`src/rtl/mul_booth_seq_pkg.sv`:
```
// mul_pkg: shared types and helpers for the iterative radix-4 Booth multiplier.
package mul_pkg;

    typedef enum logic [2:0] {BZERO, BP1, BP2, BM1, BM2} booth_digit_t;

    typedef enum logic [1:0] {IDLE, CALC, DONE} state_t;

    // Radix-4 digits needed to cover a WIDTH-bit operand extended by two bits.
    function automatic int iter_of(input int width);
        return width / 2 + 1;
    endfunction

endpackage

```
`src/rtl/booth_r4_sel.sv`:
```
// booth_r4_sel: recodes one Booth triplet and selects the unsigned-shifted partial product.
module booth_r4_sel
    import mul_pkg::*;
#(
    parameter int WIDTH = 16
) (
    input  logic [2:0]         i_triplet,
    input  logic [WIDTH+1:0]   i_a_ext,
    output logic [2*WIDTH+1:0] o_pp,
    output logic               o_neg
);

    booth_digit_t       w_digit;
    logic [2*WIDTH+1:0] w_a_sx;

    always_comb begin
        w_digit = BZERO;
        case (i_triplet)
            3'b001, 3'b010: w_digit = BP1;
            3'b011:         w_digit = BP2;
            3'b100:         w_digit = BM2;
            3'b101, 3'b110: w_digit = BM1;
            default:        w_digit = BZERO;
        endcase
    end

    assign w_a_sx = {{WIDTH{i_a_ext[WIDTH+1]}}, i_a_ext};
    assign o_pp   = (w_digit == BP1 || w_digit == BM1) ? w_a_sx :
                    (w_digit == BP2 || w_digit == BM2) ? (w_a_sx << 1) : '0;
    // Negation is applied by the caller after shifting: invert plus carry-in.
    assign o_neg  = (w_digit == BM1 || w_digit == BM2);

endmodule

```
`src/rtl/mul_booth_seq.sv`:
```
// mul_booth_seq: iterative radix-4 Booth multiplier, one digit per cycle,
// signed/unsigned per operation, valid/ready on both sides.
module mul_booth_seq
    import mul_pkg::*;
#(
    parameter int WIDTH = 16
) (
    input  logic               clk,
    input  logic               rst,
    input  logic               in_valid,
    output logic               in_ready,
    input  logic [WIDTH-1:0]   a,
    input  logic [WIDTH-1:0]   b,
    input  logic               is_signed,
    output logic               out_valid,
    input  logic               out_ready,
    output logic [2*WIDTH-1:0] z,
    output logic               busy
);

    localparam int ITER = iter_of(WIDTH);
    localparam int EW   = WIDTH + 2;
    localparam int PW   = 2 * WIDTH + 2;
    localparam int CW   = $clog2(ITER);
    localparam logic [CW-1:0] LAST = CW'(ITER - 1);

    state_t               r_state;
    logic [EW-1:0]        r_a;
    logic [EW:0]          r_b;
    logic [PW-1:0]        r_acc;
    logic [CW-1:0]        r_cnt;
    logic                 r_in_ready;
    logic                 r_out_valid;
    logic                 r_busy;
    logic [2*WIDTH-1:0]   r_z;

    logic [EW-1:0]        w_a_ext;
    logic [EW-1:0]        w_b_ext;
    logic [PW-1:0]        w_pp;
    logic                 w_neg;
    logic [PW-1:0]        w_pp_sh;
    logic [PW-1:0]        w_acc_nxt;

    assign w_a_ext = {{2{is_signed & a[WIDTH-1]}}, a};
    assign w_b_ext = {{2{is_signed & b[WIDTH-1]}}, b};

    booth_r4_sel #(.WIDTH(WIDTH)) u_sel (
        .i_triplet (r_b[2:0]),
        .i_a_ext   (r_a),
        .o_pp      (w_pp),
        .o_neg     (w_neg)
    );

    assign w_pp_sh   = w_pp << {r_cnt, 1'b0};
    assign w_acc_nxt = r_acc + (w_neg ? ~w_pp_sh : w_pp_sh) + PW'(w_neg);

    always_ff @(posedge clk) begin
        if (rst) begin
            r_state     <= IDLE;
            r_a         <= '0;
            r_b         <= '0;
            r_acc       <= '0;
            r_cnt       <= '0;
            r_in_ready  <= 1'b1;
            r_out_valid <= 1'b0;
            r_busy      <= 1'b0;
            r_z         <= '0;
        end else begin
            case (r_state)
                IDLE: if (in_valid) begin
                    r_a        <= w_a_ext;
                    r_b        <= {w_b_ext, 1'b0};
                    r_acc      <= '0;
                    r_cnt      <= '0;
                    r_in_ready <= 1'b0;
                    r_busy     <= 1'b1;
                    r_state    <= CALC;
                end
                CALC: begin
                    r_acc <= w_acc_nxt;
                    r_b   <= {2'b00, r_b[EW:2]};
                    r_cnt <= r_cnt + 1'b1;
                    if (r_cnt == LAST) begin
                        r_z         <= w_acc_nxt[2*WIDTH-1:0];
                        r_busy      <= 1'b0;
                        r_out_valid <= 1'b1;
                        r_state     <= DONE;
                    end
                end
                DONE: if (out_ready) begin
                    r_out_valid <= 1'b0;
                    r_in_ready  <= 1'b1;
                    r_state     <= IDLE;
                end
                default: r_state <= IDLE;
            endcase
        end
    end

    assign in_ready  = r_in_ready;
    assign out_valid = r_out_valid;
    assign busy      = r_busy;
    assign z         = r_z;

endmodule

```
`config.mk`:
```
export PLATFORM = sky130hd
export DESIGN_NAME = mul_booth_seq
export DESIGN_NICKNAME = d
export VERILOG_FILES = /design/src/rtl/mul_booth_seq_pkg.sv /design/src/rtl/booth_r4_sel.sv /design/src/rtl/mul_booth_seq.sv
export SDC_FILE = /design/constraint.sdc
export NUM_CORES = 1
export LEC_CHECK = 0
export CAP_MARGIN = 30
export CORE_MARGIN = 2
export CORE_UTILIZATION = 35
export DETAILED_ROUTE_END_ITERATION = 8
export GPL_ROUTABILITY_DRIVEN = 0
export PLACE_DENSITY = 0.57
export SETUP_SLACK_MARGIN = 0.02
export SYNTH_ARGS = -nofsm -noshare
export SYNTH_HDL_FRONTEND = slang
export SYNTH_SLANG_ARGS = --single-unit
```
`constraint.sdc`:
```
create_clock -name clk -period 7.3 [get_ports clk]
set_input_delay 1.46 -clock clk [delete_from_list [all_inputs] [get_ports clk]]
set_output_delay 1.46 -clock clk [all_outputs]
set_load 0.005 [all_outputs]
```
==> results of run 1 <==
where the power goes:
group          switching, mW  internal [mW]
combinational          0.228          0.164
sequential            0.0272          0.617
clock                  0.247          0.237
per-stage QoR:
stage / utilization, % / cell area (um2) / power, mW / setup WS [ns] / cells
after global routing: 41.14 / 8272 / 1.608 / 1.498 / 1221
after global placement: 39.59 / 7960 / 1.044 / 1.627 / 1204
after detailed placement: 39.59 / 7960 / 1.044 / 1.654 / 1204
after floorplan: - / 7106 / 0.9476 / 2.395 / 920
after CTS: 41.01 / 8244 / 1.539 / 1.611 / 1220
final: 41.14 / 8272 / 1.520 / 2.004 / 1221
critical path: cells and delay by family (launching register included):
kind            cells  cell delay [ns]
compound gates      8             2.32
flops               1             0.92
xor+xnor            2             0.34
simple gates        3             0.58
fa+ha+maj           1             0.31
mux                 1             0.29
buf+inv             1             0.43
cell usage in the layout (no fill, tap or decap), drive strengths merged, types with 3 or more instances in the layout:
| cell type | n |
|---|---|
| a22o | 7 |
| nand3 | 10 |
| nor3 | 30 |
| clkinv | 5 |
| nand3b | 3 |
| o31ai | 6 |
| clkdlybuf4s50 | 70 |
| nor2 | 126 |
| o31a | 3 |
| xnor2 | 34 |
| nor2b | 10 |
| o21ai | 31 |
| inv | 13 |
| nand4 | 4 |
| dfxtp | 108 |
| clkbuf | 9 |
| and2 | 7 |
| ha | 39 |
| a22oi | 24 |
| a31oi | 7 |
| a2bb2oi | 15 |
| or3 | 4 |
| xor2 | 30 |
| mux2i | 19 |
| a21oi | 94 |
| buf | 11 |
| o211ai | 3 |
| nor4 | 3 |
| and3 | 4 |
| a211oi | 15 |
| mux2 | 5 |
| nand2 | 136 |
| nand2b | 4 |
| mux4 | 6 |
| o21bai | 5 |
| a21o | 17 |
| o21a | 3 |
cells by family (layout without fill, tap and decap cells):
kind of cell | count (synthesis) | in the layout | share of synthesized area (%)
XOR/XNOR | 64 | 64 | 7.889
AO/OA/AOI/OAI | 252 | 252 | 23.70
flip-flops | 108 | 108 | 30.43
buffers and inverters | 78 | 109 | 4.279
adder cells (fa/ha/maj) | 40 | 40 | 7.149
AND/OR/NAND/NOR | 348 | 348 | 21.18
multiplexers | 30 | 30 | 5.371
per-layer routing:
metal | GRT usage [%] | vias up | share of wire, %
met5 | 0 | - | 0
met4 | 5.874 | 0 | 2.2
met3 | 2.875 | 22 | 3.0
met2 | 28.16 | 114 | 45
met1 | 23.96 | 2925 | 49
li1 | - | 3288 | -
state kept, by name, summed over array words and instances (netlist names):
name	count
r_a	17
in_ready	1
out_valid	1
busy	1
r_acc	32
r_b	18
r_state	2
r_cnt	4
z	32
final cells by class:
type / instances / area share (%)
inverter: 12 / 0.5445
timing repair buffer: 81 / 9.711
clock inverter: 7 / 0.7109
multi-input combinational: 734 / 56.09
sequential: 108 / 26.14
clock buffer: 9 / 2.723
tap: 270 / 4.084
Yosys cell counts (all sizes together) (4+ instances only):
library cell and n:
a211oi 15, a21o 17, a21oi 94, a22o 7
a22oi 24, a2bb2oi 15, a31oi 7, and2 7
and3 4, buf 10, clkbuf 56, dfxtp 108
ha 39, inv 10, mux2 5, mux2i 19
mux4 6, nand2 136, nand2b 4, nand3 10
nand4 4, nor2 126, nor2b 10, nor3 30
o21ai 31, o21bai 5, o31ai 6, or3 4
xnor2 34, xor2 30
final timing paths:
path / slack, ns / start / depth (start not counted) / to
max: 2.00 / r_cnt[0] / 16 / z[31]
min: 0.45 / z[1] / 2 / z[1]
max reg2reg: 2.00 / r_cnt[0] / 16 / z[31]
min reg2reg: 0.45 / z[1] / 2 / z[1]
==> impl_metrics.env, run 1 <==
export IMPL_finalSetupTns_ns=0
export IMPL_die_w_um=146.5
export IMPL_coreArea_um2=20100
export IMPL_clockBufferDepth=2
export IMPL_slew_limit_headroom_pct=39.29
export IMPL_die_y_um=146.5
export IMPL_io_buffers=71
export IMPL_critical_path_slowest_cell="dfxtp_1"
export IMPL_post_route_min_period_ns=5.296
export IMPL_syn_num_nets=997
export IMPL_grt_overflow=0
export IMPL_worstPathRequired_ns=7.58
export IMPL_grt_usage_pct=17.52
export IMPL_drt_pass1_iterations=5
export IMPL_timing_fmax_mhz=188.8
export IMPL_synth_async_reset_ratio_pct=0
export IMPL_cts_sinks=108
export IMPL_crit_path_max_fanout=28
export IMPL_powerDensity_nw_per_um2=183.8
export IMPL_ys_seq_area_share_pct=30.43
export IMPL_area_delta_synth_final_pct=16.41
export IMPL_drive_above_1_share_pct=5.258
export IMPL_drv_cap=0
export IMPL_yosysTopAreaCellShare_pct=30.43
export IMPL_synth_seq_cells=108
export IMPL_crit_type="flop to flop"
export IMPL_yosysUniqueCellTypes=70
export IMPL_arrival_ns=5.58
export IMPL_drc_errors=0
export IMPL_post_cts_buffers=0
export IMPL_p_leak_nw=3.410
export IMPL_final_max_slew_viol_count=0
export IMPL_synth_edf_count=0
export IMPL_path_cells="inv_1 -> a211oi_1 -> mux2i_1 -> nor3_1 -> xor2_1 -> ha_1 -> and2_1 -> a21oi_1 -> o21ai_1 -> a221oi_1 -> nand2_1 -> o21ai_1 -> o32ai_2 -> o41ai_2 -> xnor2_1 -> a211oi_1"
export IMPL_rsz0062_at_grt="false"
export IMPL_vias_per_cell=5.200
export IMPL_grt_max_degree=69
export IMPL_drt_wl_total_um=18580
export IMPL_max_slew_worst_pin_slew_ns=0.9094
export IMPL_antenna_found_initial=0
export IMPL_vias=6349
export IMPL_drtIter0Drc=379
export IMPL_finalHoldViolCount=0
export IMPL_min_path_type="flop to flop"
export IMPL_antenna_cells=0
export IMPL_cts_htree_levels=3
export IMPL_clk_pin_slew_ns=0.08
export IMPL_rows=52
export IMPL_synthesis_area_um2=7106
export IMPL_grt_pass1_wl_um=31260
export IMPL_synth_cells=920
export IMPL_grt_pass1_vias=6085
export IMPL_hpwlAfterDp_um=13260
export IMPL_routedWlPerCell_um=15.22
export IMPL_avgSynthCellArea_um2=7.723
export IMPL_die_area_um2=21460
export IMPL_fin_skew_ns=0.01170
export IMPL_cts_tree="done"
export IMPL_fillers=2098
export IMPL_period_share_pct=72.54
export IMPL_whs_ns=0.4546
export IMPL_cts_root_buf="clkbuf_16"
export IMPL_multi_input_area_um2=4639
export IMPL_max_stage_delay_ns=0.92
export IMPL_yosysTopAreaCell="dfxtp_1"
export IMPL_register_area_um2=2162
export IMPL_endpoint_kind="flop"
export IMPL_insertion_delay_ns=0.37
export IMPL_max_vdd_ir_drop_mv=0.1139
export IMPL_ant_nets=0
export IMPL_numCtsBuffers=9
export IMPL_synth_flop_cell="dfxtp_1"
export IMPL_ctsResizeCount=0
export IMPL_pin_count=72
export IMPL_worst_setup_path_start_kind="flop"
export IMPL_yosysWarningCount=0
export IMPL_hold_buffers=0
export IMPL_setup_violations=0
export IMPL_status="complete, no violations"
export IMPL_nets=1023
export IMPL_yosys_top_cells_area="dfxtp_1 (30%), nand2_1 (7.2%), ha_1 (6.9%)"
export IMPL_initial_core_util_pct=35.34
No activity file was read; power rests on OpenSTA's default activity.
==> run 2: changes to the inputs <==
Clock period 7.3 ns to 5.1 ns, I/O delays scaled along.
==> run 2 against run 1 <==
Clock skew is 0.00078 ns higher. Global-route usage is 0.55 points higher. Maximum frequency up 11%. Clock power rose by 57%. Register-to-register slack worse by 1.7 ns. Worst setup slack got worse by 1.7 ns. Utilization rose by 1.3 points. Combinational power rose by 52%. Routed wire length is 3.3% higher. Non-clock buffer count grew 17. Flip-flop and latch count unchanged. Largest cell class unchanged. Largest power group unchanged.
==> impl_metrics.env, run 2 (synthesized netlist as in run 1, its figures left out) <==
export IMPL_grt_pass1_vias=6208
export IMPL_area_delta_synth_final_pct=19.97
export IMPL_routedWlPerCell_um=15.50
export IMPL_layout_setup_ws_ns=0.3237
export IMPL_cp_startpoint="r_b[1]"
export IMPL_numCtsBuffers=9
export IMPL_drv_cap=0
export IMPL_cts_tree="done"
export IMPL_pin_count=72
export IMPL_cts_htree_levels=3
export IMPL_p_leak_nw=3.498
export IMPL_die_y_um=146.5
export IMPL_r2r_cells=21
export IMPL_arrival_ns=5.04
export IMPL_p_int_mw=1.534
export IMPL_final_common_cell="nand2_1"
export IMPL_max_stage_delay_ns=0.50
export IMPL_clockBufferDepth=2
export IMPL_drt_pass1_iterations=5
export IMPL_grt_overflow=0
export IMPL_cts_root_buf="clkbuf_16"
export IMPL_fin_skew_ns=0.01248
export IMPL_busiest_layer="met2"
export IMPL_die_area_um2=21460
export IMPL_endpoint_kind="flop"
export IMPL_crit_end="r_acc[30]"
export IMPL_reg2reg_to="r_acc[30]"
export IMPL_rows=52
export IMPL_finalSetupTns_ns=0
export IMPL_rsz0062_at_grt="false"
export IMPL_min_path_type="flop to flop"
export IMPL_vias_per_cell=5.296
export IMPL_reg2reg_from="r_b[1]"
export IMPL_hpwlAfterDp_um=13820
export IMPL_critical_path_slowest_cell="mux4_2"
export IMPL_path_cells="inv_1 -> ha_1 -> buf_12 -> mux4_2 -> nor2b_1 -> mux2_2 -> mux2i_2 -> nor2_1 -> xor2_1 -> buf_4 -> ha_1 -> nand2_1 -> o21ai_0 -> a221oi_2 -> o311a_1 -> o31a_1 -> o21ai_2 -> a21o_1 -> a21oi_1 -> xnor2_1 -> a22o_1"
export IMPL_finalPower_mw=2.274
export IMPL_max_slew_worst_pin_slew_ns=0.7838
export IMPL_switchingPower_uw=740.2
export IMPL_drive_above_1_share_pct=8.678
export IMPL_nets=1040
export IMPL_drtIter0Drc=358
export IMPL_p_sw_share_pct=32.55
export IMPL_vias=6556
export IMPL_crit_path_max_fanout=22
export IMPL_setup_violations=0
export IMPL_cts_sinks=108
export IMPL_grt_max_degree=74
export IMPL_grt_pass1_wl_um=31580
export IMPL_dp_slack_ns=0.1726
export IMPL_die_w_um=146.5
export IMPL_coreArea_um2=20100
export IMPL_slew_limit_headroom_pct=47.75
export IMPL_comb_power_share_pct=26.2
export IMPL_ant_nets=0
export IMPL_hold_buffers=0
export IMPL_io_buffers=71
export IMPL_status="complete, no violations"
export IMPL_pwr_share_clk_pct=33.4
export IMPL_period_share_pct=93.65
export IMPL_antenna_cells=0
export IMPL_drt_wl_total_um=19190
export IMPL_final_max_slew_viol_count=0
export IMPL_worst_r2r_setup_slack_ns=0.32
export IMPL_finalHoldViolCount=0
export IMPL_final_cell_mix="nand2_1 (136), nor2_1 (126), dfxtp_1 (107), a21oi_1 (91), clkdlybuf4s50_1 (70)"
export IMPL_max_vdd_ir_drop_mv=0.1706
export IMPL_powerDensity_nw_per_um2=266.8
export IMPL_initial_core_util_pct=35.34
export IMPL_worst_setup_path_start_kind="flop"
export IMPL_clk_pin_slew_ns=0.08
export IMPL_crit_type="flop to flop"
export IMPL_p_seq_share_pct=40.4
export IMPL_antenna_found_initial=0
export IMPL_fin_util_pct=42.40
export IMPL_worstPathRequired_ns=5.37
export IMPL_whs_ns=0.4533
export IMPL_grt_usage_pct=18.06
export IMPL_post_route_min_period_ns=4.776
export IMPL_insertion_delay_ns=0.37
export IMPL_use_met2_pct=28.89
export IMPL_timing_fmax_mhz=209.4
export IMPL_path_common_cell="ha_1"
export IMPL_grt_use_met1_pct=24.05
export IMPL_met3_usage_pct=3.406
export IMPL_drc_errors=0
## run 2: area by class of cell
| cell class | count | area [um2] |
|---|---|---|
| clock inverter | 7 | 92.59 |
| timing repair buffer | 98 | 935.9 |
| inverter | 12 | 45.04 |
| clock buffer | 9 | 225.2 |
| tap | 270 | 337.8 |
| multi-input combinational | 734 | 4725 |
| sequential | 108 | 2163 |
| fill | 2090 | 11580 |
## run 2: critical path: cells and delay by family (launching register included)
family | cells | cell delay, ns
DFF | 1 | 0.35
and+or+nand+nor | 3 | 0.40
buffers and inverters | 3 | 0.43
AOI/OAI and AO/OA | 8 | 1.57
adders and majority gates | 2 | 0.62
muxes | 3 | 1.01
xor gates and xnor gates | 2 | 0.27
## run 2: power groups by stage
stage	Sequential [mW]	Clock, mW	Combinational [mW]
floorplan	0.923	0	0.434
global placement	0.938	0	0.577
detailed placement	0.938	0	0.577
CTS	0.918	0.787	0.580
global route	0.925	0.821	0.663
finish	0.919	0.759	0.596
## run 2: repair_timing
item	4_1_cts	5_1_grt
buffers inserted	0	1
gates resized for setup	0	20
hold endpoints to repair	0	0
setup endpoints to repair	0	11
## run 2: layer usage
metal / routed length (um) / vias to the layer above
li1: - / 3337
met1: 9153 / 3028
met2: 8694 / 153
met3: 755 / 38
met4: 587 / 0
met5: 0 / -
## run 2: worst min path at each step
stage              start   endpoint  slack, ns  cells after the start
2_1_floorplan  r_acc[31]  r_acc[31]       0.45                      2
3_3_place_gp       z[12]      z[12]       0.45                      2
3_5_place_dp       z[20]      z[20]       0.45                      2
4_1_cts            z[20]      z[20]       0.46                      2
5_1_grt             z[8]       z[8]       0.47                      2
6_report           z[20]      z[20]       0.45                      2
## run 2: metrics by stage
stage | cells | area, um2
after floorplan | 920 | 7106
after global placement | 1221 | 8113
after detailed placement | 1221 | 8113
after CTS | 1237 | 8431
after global routing | 1238 | 8524
final | 1238 | 8524
==> run 3: changes to the inputs <==
--- a/constraint.sdc
+++ b/constraint.sdc
@@ -3,2 +3,2 @@
 set_output_delay 1.02 -clock clk [all_outputs]
-set_load 0.005 [all_outputs]
+set_load 0.02 [all_outputs]
==> results of run 3 <==
Same layout as run 2 (identical final DEF). Status: complete, no violations.
Main changes from that run: total power 2.274 mW -> 2.276 mW
